--- config.mk ---
export PLATFORM = sky130hd
export DESIGN_NAME = array_port_arbiter
export DESIGN_NICKNAME = d
export VERILOG_FILES = /design/src/rtl/arb_pkg.sv /design/src/rtl/rr_picker.sv /design/src/rtl/array_port_arbiter.sv
export SDC_FILE = /design/constraint.sdc
export NUM_CORES = 1
export LEC_CHECK = 0
export CAP_MARGIN = 20
export CORE_AREA = 2 2 131 133
export CTS_CLUSTER_DIAMETER = 60
export DETAILED_ROUTE_END_ITERATION = 6
export DIE_AREA = 0 0 133 135
export PLACE_DENSITY = 0.69
export SYNTH_ARGS = -nofsm -noshare
export SYNTH_HDL_FRONTEND = slang
export SYNTH_SLANG_ARGS = --single-unit
--- constraint.sdc ---
create_clock -name clk -period 3.06 [get_ports clk]
set_input_delay 0.765 -clock clk [delete_from_list [all_inputs] [get_ports clk]]
set_output_delay 0.765 -clock clk [all_outputs]
set_load 0.005 [all_outputs]
--- src/rtl/arb_pkg.sv ---
// Shared types, defaults and helpers for the array port arbiter.
package arb_pkg;

  typedef enum logic [0:0] {
    UNLOCKED = 1'b0,
    LOCKED   = 1'b1
  } arb_state_e;

  localparam int DEF_DATA_W = 64;
  localparam int DEF_ADDR_W = 1;

  // Index of the set bit in a one-hot vector (0 when the vector is empty).
  function automatic int onehot_to_idx(input logic [7:0] oh);
    int idx;
    idx = 0;
    for (int i = 0; i < 8; i++) begin
      if (oh[i]) begin
        idx = i;
      end else begin
        idx = idx;
      end
    end
    return idx;
  endfunction

endpackage

--- src/rtl/rr_picker.sv ---
// Rotate-priority encoder: first active request at or after ptr, wrapping at N.
module rr_picker
  import arb_pkg::*;
#(
  parameter int N  = 2,
  parameter int IW = 1
) (
  input  logic [N-1:0]  req,
  input  logic [IW-1:0] ptr,
  output logic [N-1:0]  gnt,
  output logic [IW-1:0] idx
);

  logic          found;
  logic [IW-1:0] pos;

  // Scan ptr, ptr+1, ... (mod N) and keep only the first requester found
  always_comb begin
    gnt   = '0;
    found = 1'b0;
    pos   = '0;
    for (int k = 0; k < N; k++) begin
      pos = IW'((int'(ptr) + k) % N);
      if (!found && req[pos]) begin
        found    = 1'b1;
        gnt[pos] = 1'b1;
      end else begin
        found = found;
      end
    end
  end

  assign idx = IW'(onehot_to_idx(8'(gnt)));

endmodule

--- src/rtl/array_port_arbiter.sv ---
// Shares one single-port read-first array among N_REQ requesters:
// round-robin per access, optional bounded lock, one-cycle issue stage and
// one-cycle read-return tag pipe.
module array_port_arbiter
  import arb_pkg::*;
#(
  parameter int N_REQ    = 2,
  parameter int ADDR_W   = DEF_ADDR_W,
  parameter int DATA_W   = DEF_DATA_W,
  parameter int MAX_LOCK = 16
) (
  input  logic                      clk,
  input  logic                      rst_n,
  input  logic [N_REQ-1:0]          req,
  input  logic [N_REQ-1:0]          lock,
  input  logic [N_REQ-1:0]          we,
  input  logic [N_REQ*ADDR_W-1:0]   addr,
  input  logic [N_REQ*DATA_W-1:0]   wdata,
  output logic [N_REQ-1:0]          gnt,
  output logic [N_REQ-1:0]          rvalid,
  output logic [DATA_W-1:0]         rdata,
  output logic                      lock_err,
  output logic                      controlArrWEnable_a,
  output logic [ADDR_W-1:0]         controlArrAddr_a,
  output logic [DATA_W-1:0]         controlArrWData_a,
  input  logic [DATA_W-1:0]         controlArrRData_a
);

  localparam int IW = (N_REQ > 1) ? $clog2(N_REQ) : 1;
  localparam int CW = $clog2(MAX_LOCK + 1);

  arb_state_e        state;
  logic [IW-1:0]     owner;
  logic [IW-1:0]     ptr;
  logic [CW-1:0]     lock_cnt;
  logic [CW-1:0]     next_cnt;
  logic [N_REQ-1:0]  pick_gnt;
  logic [IW-1:0]     pick_idx;
  logic [IW-1:0]     sel_idx;
  logic              xfer;
  logic              sel_we;
  logic              sel_lock;
  logic [ADDR_W-1:0] sel_addr;
  logic [DATA_W-1:0] sel_wdata;
  logic              stay_locked;
  logic              forced_rel;
  logic              tag_valid;
  logic [IW-1:0]     tag_idx;

  rr_picker #(.N(N_REQ), .IW(IW)) u_picker (
    .req (req),
    .ptr (ptr),
    .gnt (pick_gnt),
    .idx (pick_idx)
  );

  // Grant: round-robin pick when unlocked, only the owner while locked
  always_comb begin
    gnt     = '0;
    sel_idx = pick_idx;
    case (state)
      UNLOCKED: begin
        gnt     = pick_gnt;
        sel_idx = pick_idx;
      end
      LOCKED: begin
        sel_idx = owner;
        if (req[owner]) begin
          gnt[owner] = 1'b1;
        end else begin
          gnt = '0;
        end
      end
      default: begin
        gnt     = '0;
        sel_idx = pick_idx;
      end
    endcase
  end

  assign xfer      = |gnt;
  assign sel_we    = we[sel_idx];
  assign sel_lock  = lock[sel_idx];
  assign sel_addr  = addr[int'(sel_idx)*ADDR_W +: ADDR_W];
  assign sel_wdata = wdata[int'(sel_idx)*DATA_W +: DATA_W];

  // Lock bookkeeping: next_cnt is the number of consecutive locked accesses
  // including this one; reaching MAX_LOCK ends the lock after this access.
  always_comb begin
    stay_locked = 1'b0;
    forced_rel  = 1'b0;
    if (state == LOCKED) begin
      next_cnt = lock_cnt + CW'(1);
    end else begin
      next_cnt = CW'(1);
    end
    if (sel_lock) begin
      if (next_cnt < CW'(MAX_LOCK)) begin
        stay_locked = 1'b1;
      end else begin
        forced_rel = 1'b1;
      end
    end else begin
      stay_locked = 1'b0;
    end
  end

  // Arbitration state: pointer, lock state/owner/counter, lock error pulse
  always_ff @(posedge clk or negedge rst_n) begin
    if (!rst_n) begin
      state    <= UNLOCKED;
      owner    <= '0;
      ptr      <= '0;
      lock_cnt <= '0;
      lock_err <= 1'b0;
    end else if (xfer) begin
      ptr      <= (sel_idx == IW'(N_REQ - 1)) ? '0 : sel_idx + IW'(1);
      lock_err <= forced_rel;
      if (stay_locked) begin
        state    <= LOCKED;
        owner    <= sel_idx;
        lock_cnt <= next_cnt;
      end else begin
        state    <= UNLOCKED;
        lock_cnt <= '0;
      end
    end else begin
      lock_err <= 1'b0;
    end
  end

  // Issue stage: drive the RAM port one cycle after acceptance; hold addr/data when idle
  always_ff @(posedge clk or negedge rst_n) begin
    if (!rst_n) begin
      controlArrWEnable_a <= 1'b0;
      controlArrAddr_a    <= '0;
      controlArrWData_a   <= '0;
    end else if (xfer) begin
      controlArrWEnable_a <= sel_we;
      controlArrAddr_a    <= sel_addr;
      controlArrWData_a   <= sel_wdata;
    end else begin
      controlArrWEnable_a <= 1'b0;
    end
  end

  // Read-return pipe: tag accepted reads, then flag the owner when RAM data arrives
  always_ff @(posedge clk or negedge rst_n) begin
    if (!rst_n) begin
      tag_valid <= 1'b0;
      tag_idx   <= '0;
      rvalid    <= '0;
    end else begin
      tag_valid <= xfer & ~sel_we;
      tag_idx   <= sel_idx;
      rvalid    <= tag_valid ? (N_REQ'(1) << tag_idx) : '0;
    end
  end

  assign rdata = (|rvalid) ? controlArrRData_a : '0;

endmodule
### Yosys cells after proc, flatten, opt, wreduce, memory -nomap -nowiden

Cells that the tools add are included.

* register bits: 79
* input port bits: 202
* output and inout bits: 135
* logic and storage cells: 72

* $add $sub $neg: 3
* order comparisons: 8
* shift operators: 3
* muxes and demuxes: 35
* bitwise operators: 4
* reduce and logical (&&, ||, !) cells: 8

Operators by type and width (number)
* variable part select 128 x 8 -> 64 bit: 1
* two-way mux 64 bit: 1
* two-way mux 1 bit: 23
* two-way mux 5 bit: 2
* less-than comparator 1 x 2 -> 1 bit, second input constant: 4
* two-way mux 2 bit: 4
* adder 5 x 1 -> 5 bit, second input constant: 1
* less-than comparator 5 bit, second input constant: 1
* logical AND 1 bit: 4
* one-hot mux 2 bit (2 select lines): 1
* OR reduction 2 bit: 2
* demux 1 bit (select 1 bit): 3
* greater-or-equal comparator 1 bit, second input constant: 3
* adder 1 bit, second input constant: 2
* NOT 1 bit: 2
* bitwise OR 2 bit: 1
* one-hot mux 1 bit (2 select lines): 1
* AND reduction 2 bit: 1
* variable part select 2 x 2 -> 1 bit: 1
* left shift 1 x 1 -> 2 bit, first input constant: 1
* bitwise AND 1 bit: 1
* logical NOT 1 bit: 1

### Longest topological paths before layout

Gate-level depths: netlist of the first run.

* depth in word-level cells: 13
* depth in mapped cells: 9
* depth with buffers taken out: 6

### Hierarchy

Synthesis of the first run repeated with hierarchy kept, for this count alone.

* cell total of the unflattened synthesis: 494
* area, all modules: 4016.4 um^2

By module, submodules not included
* array_port_arbiter: times used 1, cells an instance 490, area an instance 3990.1 um^2, seq. area each 1976.9 um^2
* rr_picker: times used 1, cells an instance 4, area an instance 26.3 um^2, seq. area each 0.0 um^2

### Worst setup path after synthesis of the first run

OpenSTA, ideal clock, no wires.

* kind: input-to-output
* start: in req[0]
* end: out gnt[0]
* arrival time: 1541 ps
* required time: 2295 ps
* path slack: 754 ps
* stages: 6
* buffers on the path: 3
* path through: nor2b_1 o21ai_1 buf_4 buf_6 buf_4 nor2_1

* word-level cells in the longest chain between the ends: 7
* elaborated cells between the ends (all ways): 14
* classes of those cells: mux (11); bitwise (1); reduce/logical (2)

Ends and longest elaborated chain
* start: declaration: line array_port_arbiter.sv:14 `input logic [N_REQ-1:0] req,`
* two-way mux 1 bit (implied by the code) (2 in series): line rr_picker.sv:24 `if (!found && req[pos]) begin`
* two-way mux 1 bit: line rr_picker.sv:24
* logical NOT 1 bit: line rr_picker.sv:24
* logical AND 1 bit: line rr_picker.sv:24
* two-way mux 2 bit: line rr_picker.sv:24
* one-hot mux 2 bit (2 select lines) *: line array_port_arbiter.sv:61 `case (state)`
* end: declaration: line array_port_arbiter.sv:19 `output logic [N_REQ-1:0] gnt,`

Mark *: on every way between the ends. The rest lies on a longest branch, timed or not. The select of a mux whose other input is x is not followed.

### Worst setup path in the final report of the first run

Same ends and word-level chain as after synthesis.

==> out/qor.csv, run 1 <==
metric,value,unit
wire_per_inst,16.9,um
clk_latency,0.34,ns
clock.fmax,340,MHz
arrival,2.18,ns
hold_buffers,0,
ys_ff_latch,79,
routed_via_density,4.30,
fin_nets,932,
initial_utilization,24.4,%
period_minus_slack,2.94,ns
cts-root-buf,clkbuf_16,
grt.total_usage,17.9,%
slew_headroom,56.5,%
rows,47,
ff2ff_setup_slack,0.83,ns
tns,0,ns
first_pass_iters,4,
postCtsSetupBuffers,0,
slew_viol_final,0,
yosys.area.top_type_share,49.4,%
ys_types,28,
synth-warning-count,0,
status,finished clean,
antenna_cells,0,
totalPowerFinal,6.37,mW
crit_chain,"clkdlybuf4s50_1, nor2b_2, o21ai_4, nor2_1, clkdlybuf4s50_1",
min_path_cells,1,
crit_buf_inv,2,
max_cap_viol_count,0,
clock_sinks,79,
drtAntennaViolNets,0,
syn_inst,404,
synth_xor_xnor_area_share,0.657,%
drive_above_1_share,3.95,%
reg2reg_depth,6,
reg2reg_to,controlArrWData_a[3],
avgSynthCellArea,9.90,sq um
numCtsBuffers,9,
yosys.area_share.simple,18.9,%
cp-start-kind,input pin,
reg2reg_from,state,
portBuffers,336,
htreeDepth,3,
path_depth,5,
worst_pin_slew,0.653,ns
worst-setup-path-type,input pin to output pin,
finalWirelength,16100,um
layout_commonest_cell,clkdlybuf4s50_1,
final-setup-viol-count,0,
hold_start,tag_idx,
endpoint,gnt[0],
synth_top_family_by_area,simple AND/OR/NAND/NOR gates,
ir_worst_vdd,0.328,mV
gp_congestion,0.802,
skew,0.00609,ns
path_clk_slew,0.06,ns
synth_area_leaders,"dfrtp_1 49%, mux2i_1 17%, nor2b_1 10%, o21ai_0 8.1%, nand2_1 6.3%",
dieArea,18000,sq um
synth_compound_area_share,9.94,%
grt_pass1_wl,24000,um
slowest_delay,0.52,ns
syn_area,4000,sq um
powerDensity,802,nW/um^2
ctsLongestPathBuffers,2,
cts_resized,0,
core,16400,sq um
synthMuxAreaShare,17.0,%
drtIter0Drc,171,
critPathTopFamily,buffers and inverters,
crit_slowest_cell,clkdlybuf4s50_1,
ioPinCount,337,
critPathCaptureType,output pin,
routed-via-count,4098,
ys_seq_area_share,49.4,%
antenna_found_initial,0,
hold_path.class,flop to flop,
crit_top_cell,clkdlybuf4s50_1,
min_period_over_period,96.1,%
die_h,135,um
gr-total-overflow,0,
place_hpwl,12800,um
syn2layout_area_growth,98.3,%
synth_fp_nets,607,
synthAdderAreaFrac,0.313,%
grt_pass1_vias,4175,
die_w,133,um
power_leakage,3.16,nW
path_max_fanout,3,
hold_violations,0,
cp.required,2.29,ns
cp-startpoint,req[0],
fin_area,7940,sq um
yosys.area.top_type,dfrtp_1,
route.detailed.drc,0,
grt_start_max_net_pins,140,
placed_area,7620,sq um
final_cell_mix,"335 x clkdlybuf4s50_1, 79 x dfrtp_1, 67 x nand2_1, 67 x mux2i_1, 66 x nor2b_1",
rsz0062_at_grt,false,
cts_tree,built,
-- cell type report --
class	count	area (sq um)
inverter	1	3.75
sequential	79	1980
timing repair buffer	344	3460
multi-input combinational	294	1910
clock inverter	6	85.1
fill	1524	8470
tap	220	275
clock buffer	10	229
-- through the flow --
| step | std cells | hold WS [ns] | setup slack, ns | util, % |
|---|---|---|---|---|
| after floorplan | 404 | 0.395 | 0.754 | - |
| after global placement | 938 | 0.401 | 0.0654 | 46.4 |
| after detailed placement | 938 | 0.407 | 0.0745 | 46.4 |
| after CTS | 954 | 0.409 | 0.0764 | 48.4 |
| after global routing | 954 | 0.421 | 0.0198 | 48.4 |
| final | 954 | 0.405 | 0.120 | 48.4 |
-- sequential cells by signal (all words and copies together) (netlist names) --
| signal | flops |
|---|---|
| controlArrWData_a | 64 |
| lock_cnt | 5 |
| rvalid | 2 |
| controlArrAddr_a | 1 |
| controlArrWEnable_a | 1 |
| lock_err | 1 |
| owner | 1 |
| ptr | 1 |
| state | 1 |
| tag_idx | 1 |
| tag_valid | 1 |
-- routing by layer --
layer  global-route usage (%)  vias to the layer above  share of wire (%)
met5                        0                        -                  0
met4                     9.20                        0                3.7
met1                     16.8                     1882                 33
met2                     35.0                      184                 56
met3                     5.26                       24                7.6
li1                         -                     2008                  -
-- cells by family after synthesis --
group | count (synthesis)
AND/OR/NAND/NOR | 148
flip-flops | 79
AO/OA/AOI/OAI | 74
multiplexers | 68
buffers and inverters | 31
XOR/XNOR | 3
adder cells (fa/ha/maj) | 1
-- worst min-delay path by stage --
| stage | slack (ns) | endpoint |
|---|---|---|
| global placement | 0.40 | rvalid[0] |
| finish | 0.41 | rvalid[0] |
| floorplan | 0.39 | rvalid[0] |
| global route | 0.42 | rvalid[0] |
| detailed placement | 0.41 | rvalid[0] |
| CTS | 0.41 | rvalid[0] |
-- Yosys cell counts --
cell type / n
a22o_1: 1
dfrtp_1: 79
mux2i_1: 67
xnor2_1: 2
a21oi_1: 1
a32o_1: 3
and2_1: 3
xor2_1: 1
nor3_4: 1
inv_1: 1
nand3_1: 2
ha_1: 1
nor2b_1: 67
nor2_1: 5
buf_4: 4
nor3b_1: 1
a21o_1: 1
nand2b_1: 2
clkbuf_1: 12
buf_6: 1
mux2_1: 1
buf_2: 10
o21ai_1: 1
buf_1: 3
o22ai_1: 1
o21ai_0: 65
o311a_1: 1
nand2_1: 67
-- power breakdown --
group | switching [mW] | leakage (nW) | internal, mW
sequential | 0.276 | 0.967 | 1.53
clock | 0.438 | 0.148 | 0.712
combinational | 1.42 | 2.04 | 2.00
total | 2.13 | 3.16 | 4.24
Note: power is estimated with default switching activity, not from simulation.
==> run 2: changes to the inputs <==
--- a/config.mk
+++ b/config.mk
@@ -5,7 +5,6 @@
 export SDC_FILE = /design/constraint.sdc
 export NUM_CORES = 1
 export LEC_CHECK = 0
-export CAP_MARGIN = 20
 export CORE_AREA = 2 2 131 133
 export CTS_CLUSTER_DIAMETER = 60
 export DETAILED_ROUTE_END_ITERATION = 6
==> constraint.sdc (replaced) <==
create_clock -name clk -period 3.1 [get_ports clk]
set_input_delay 0.775 -clock clk [delete_from_list [all_inputs] [get_ports clk]]
set_output_delay 0.775 -clock clk [all_outputs]
set_load 0.005 [all_outputs]
==> out/qor.csv, run 2 (same netlist as run 1, synthesis figures left out) <==
metric,value,unit,change
max_cap_viol_count,0,,unchanged
numCtsBuffers,9,,unchanged
hold_start,tag_idx,,
drtAntennaViolNets,0,,unchanged
min_period_over_period,96.5,%,
placed_area,7610,sq um,-0.13%
place_hpwl,12500,um,-2.3%
crit_chain,"clkdlybuf4s50_1, nor2b_2, o21ai_4, nor2_1, clkdlybuf4s50_1",,
hold_violations,0,,unchanged
final_util,48.3,%,-0.084 points
grt_start_max_net_pins,140,,unchanged
path_max_fanout,3,,unchanged
reg2reg_from,state,,
top_regs,"controlArrWData_a (64), lock_cnt (5), rvalid (2)",,
rows,47,,unchanged
die_w,133,um,unchanged
grtUsageMet3,5.07,%,-0.19 points
power.internal,4.17,mW,-1.6%
clock_sinks,79,,unchanged
portBuffers,336,,unchanged
clkPwrFrac,17.5,%,-0.6 points
grt.total_usage,17.2,%,-0.73 points
period_minus_slack,2.99,ns,
clk_latency,0.33,ns,about the same
slew_headroom,58.0,%,+1.6 points
switching_power,2.09,mW,-2.0%
rsz0062_at_grt,false,,
comb_power_share,53.9,%,+0.3 points
postCtsSetupBuffers,0,,unchanged
stdcell_count,951,,-0.31%
cp-start-kind,input pin,,
antenna_cells,0,,unchanged
path_clk_slew,0.06,ns,about the same
totalPowerFinal,6.26,mW,-1.7%
drtIter0Drc,101,,-41%
cts-root-buf,clkbuf_16,,
critPathTopFamily,buffers and inverters,,
cts_resized,0,,unchanged
worst_pin_slew,0.629,ns,-0.0233 ns
route.detailed.drc,0,,unchanged
first_pass_iters,4,,unchanged
hold_path.class,flop to flop,,
num-fill-cells,1535,,+0.72%
arrival,2.22,ns,+0.04 ns
fin_area,7920,sq um,-0.17%
slew_viol_final,0,,unchanged
final_cell_mix,"335 x clkdlybuf4s50_1, 79 x dfrtp_1, 67 x nand2_1, 67 x mux2i_1, 66 x nor2b_1",,
placed_cells,935,,-0.32%
largest_reg_flops,64,,unchanged
drive_above_1_share,3.56,%,-0.39 points
gr-total-overflow,0,,unchanged
power_leakage,3.15,nW,-0.12%
worst-setup-path-type,input pin to output pin,,
tns,0,ns,unchanged
final-setup-viol-count,0,,unchanged
crit_slowest_cell,clkdlybuf4s50_1,,
initial_utilization,24.4,%,unchanged
status,finished clean,,
ioPinCount,337,,unchanged
clock.fmax,334,MHz,
fin_nets,929,,-0.32%
powerDensity,790,nW/um^2,-1.6%
crit_top_cell,clkdlybuf4s50_1,,
crit_buf_inv,2,,unchanged
grt_pass1_wl,23300,um,-2.9%
ctsLongestPathBuffers,2,,unchanged
skew,0.00570,ns,-0.000391 ns
grt_pass1_vias,4067,,-2.6%
routed-via-count,4039,,-1.4%
use_met1,15.9,%,-0.93 points
top_register,controlArrWData_a,,
cts_tree,built,,
wire_per_inst,16.6,um,-1.7%
hold_buffers,0,,unchanged
antenna_found_initial,0,,unchanged
grtUsageMet2,33.8,%,-1.2 points
finalWirelength,15800,um,-2.0%
syn2layout_area_growth,98.0,%,
top_usage_layer,met2,,
core,16400,sq um,unchanged
ir_worst_vdd,0.472,mV,+44%
dieArea,18000,sq um,unchanged
layout_commonest_cell,clkdlybuf4s50_1,,
cp-startpoint,req[0],,
p_seq_share,28.6,%,+0.2 points
htreeDepth,3,,unchanged
die_h,135,um,unchanged
slowest_delay,0.52,ns,about the same
switching_share,33.3,%,-0.094 points
critPathCaptureType,output pin,,
routed_via_density,4.25,,-1.1%
cp.required,2.32,ns,+0.03 ns
gp_congestion,0.777,,-3.2%
-- run 2: changes by cell type in the layout (fill, tap and decap cells not counted), sizes merged --
cell      change
buf           -3
bufinv        -1
clkbuf        +3
clkinvlp      -2
-- run 2: final timing paths --
kind	to	slack, ns	cells after the start
min reg2reg	rvalid[0]	0.42	1
max reg2reg	owner	0.68	6
min	rvalid[0]	0.42	1
max	gnt[0]	0.11	5
min in group asynchronous	controlArrWData_a[22]	0.47	1
max in group asynchronous	controlArrWData_a[60]	2.01	2
-- run 2: through the flow --
step / worst slack, ns / hold WS, ns
floorplan: 0.774 / 0.395
global placement: 0.0303 / 0.397
detailed placement: -0.0192 / 0.419
CTS: 0.0666 / 0.432
global route: 0.0429 / 0.445
finish: 0.110 / 0.419
-- run 2: power by group through the flow --
| stage | Clock [mW] | Combinational [mW] | Sequential (mW) |
|---|---|---|---|
| 3_3_place_gp | 0 | 3.43 | 1.78 |
| 3_5_place_dp | 0 | 3.44 | 1.81 |
| 6_report | 1.09 | 3.37 | 1.79 |
| 4_1_cts | 1.14 | 3.45 | 1.80 |
| 5_1_grt | 1.17 | 3.65 | 1.86 |
| 2_1_floorplan | 0 | 1.31 | 1.81 |
-- run 2: layout make-up --
type	count	area [sq um]	share of cell area, %
clock buffer	13	270	3.41
multi-input combinational	294	1910	24.1
inverter	1	3.75	0.0474
timing repair buffer	341	3450	43.5
clock inverter	3	40.0	0.505
tap	220	275	3.47
sequential	79	1980	25.0
-- run 2: per-layer routing --
metal,vias up,part of all wire (%)
li1,1998,-
met1,1835,32
met3,26,7.9
met4,0,3.9
met2,180,56
met5,-,0
==> run 3: changes to the inputs <==
--- a/config.mk
+++ b/config.mk
@@ -10,6 +10,7 @@
 export DETAILED_ROUTE_END_ITERATION = 6
 export DIE_AREA = 0 0 133 135
 export PLACE_DENSITY = 0.69
+export SETUP_SLACK_MARGIN = 0.02
 export SYNTH_ARGS = -nofsm -noshare
 export SYNTH_HDL_FRONTEND = slang
 export SYNTH_SLANG_ARGS = --single-unit
==> results of run 3 <==
No change in the layout: final DEF, timing and power equal those of run 2.
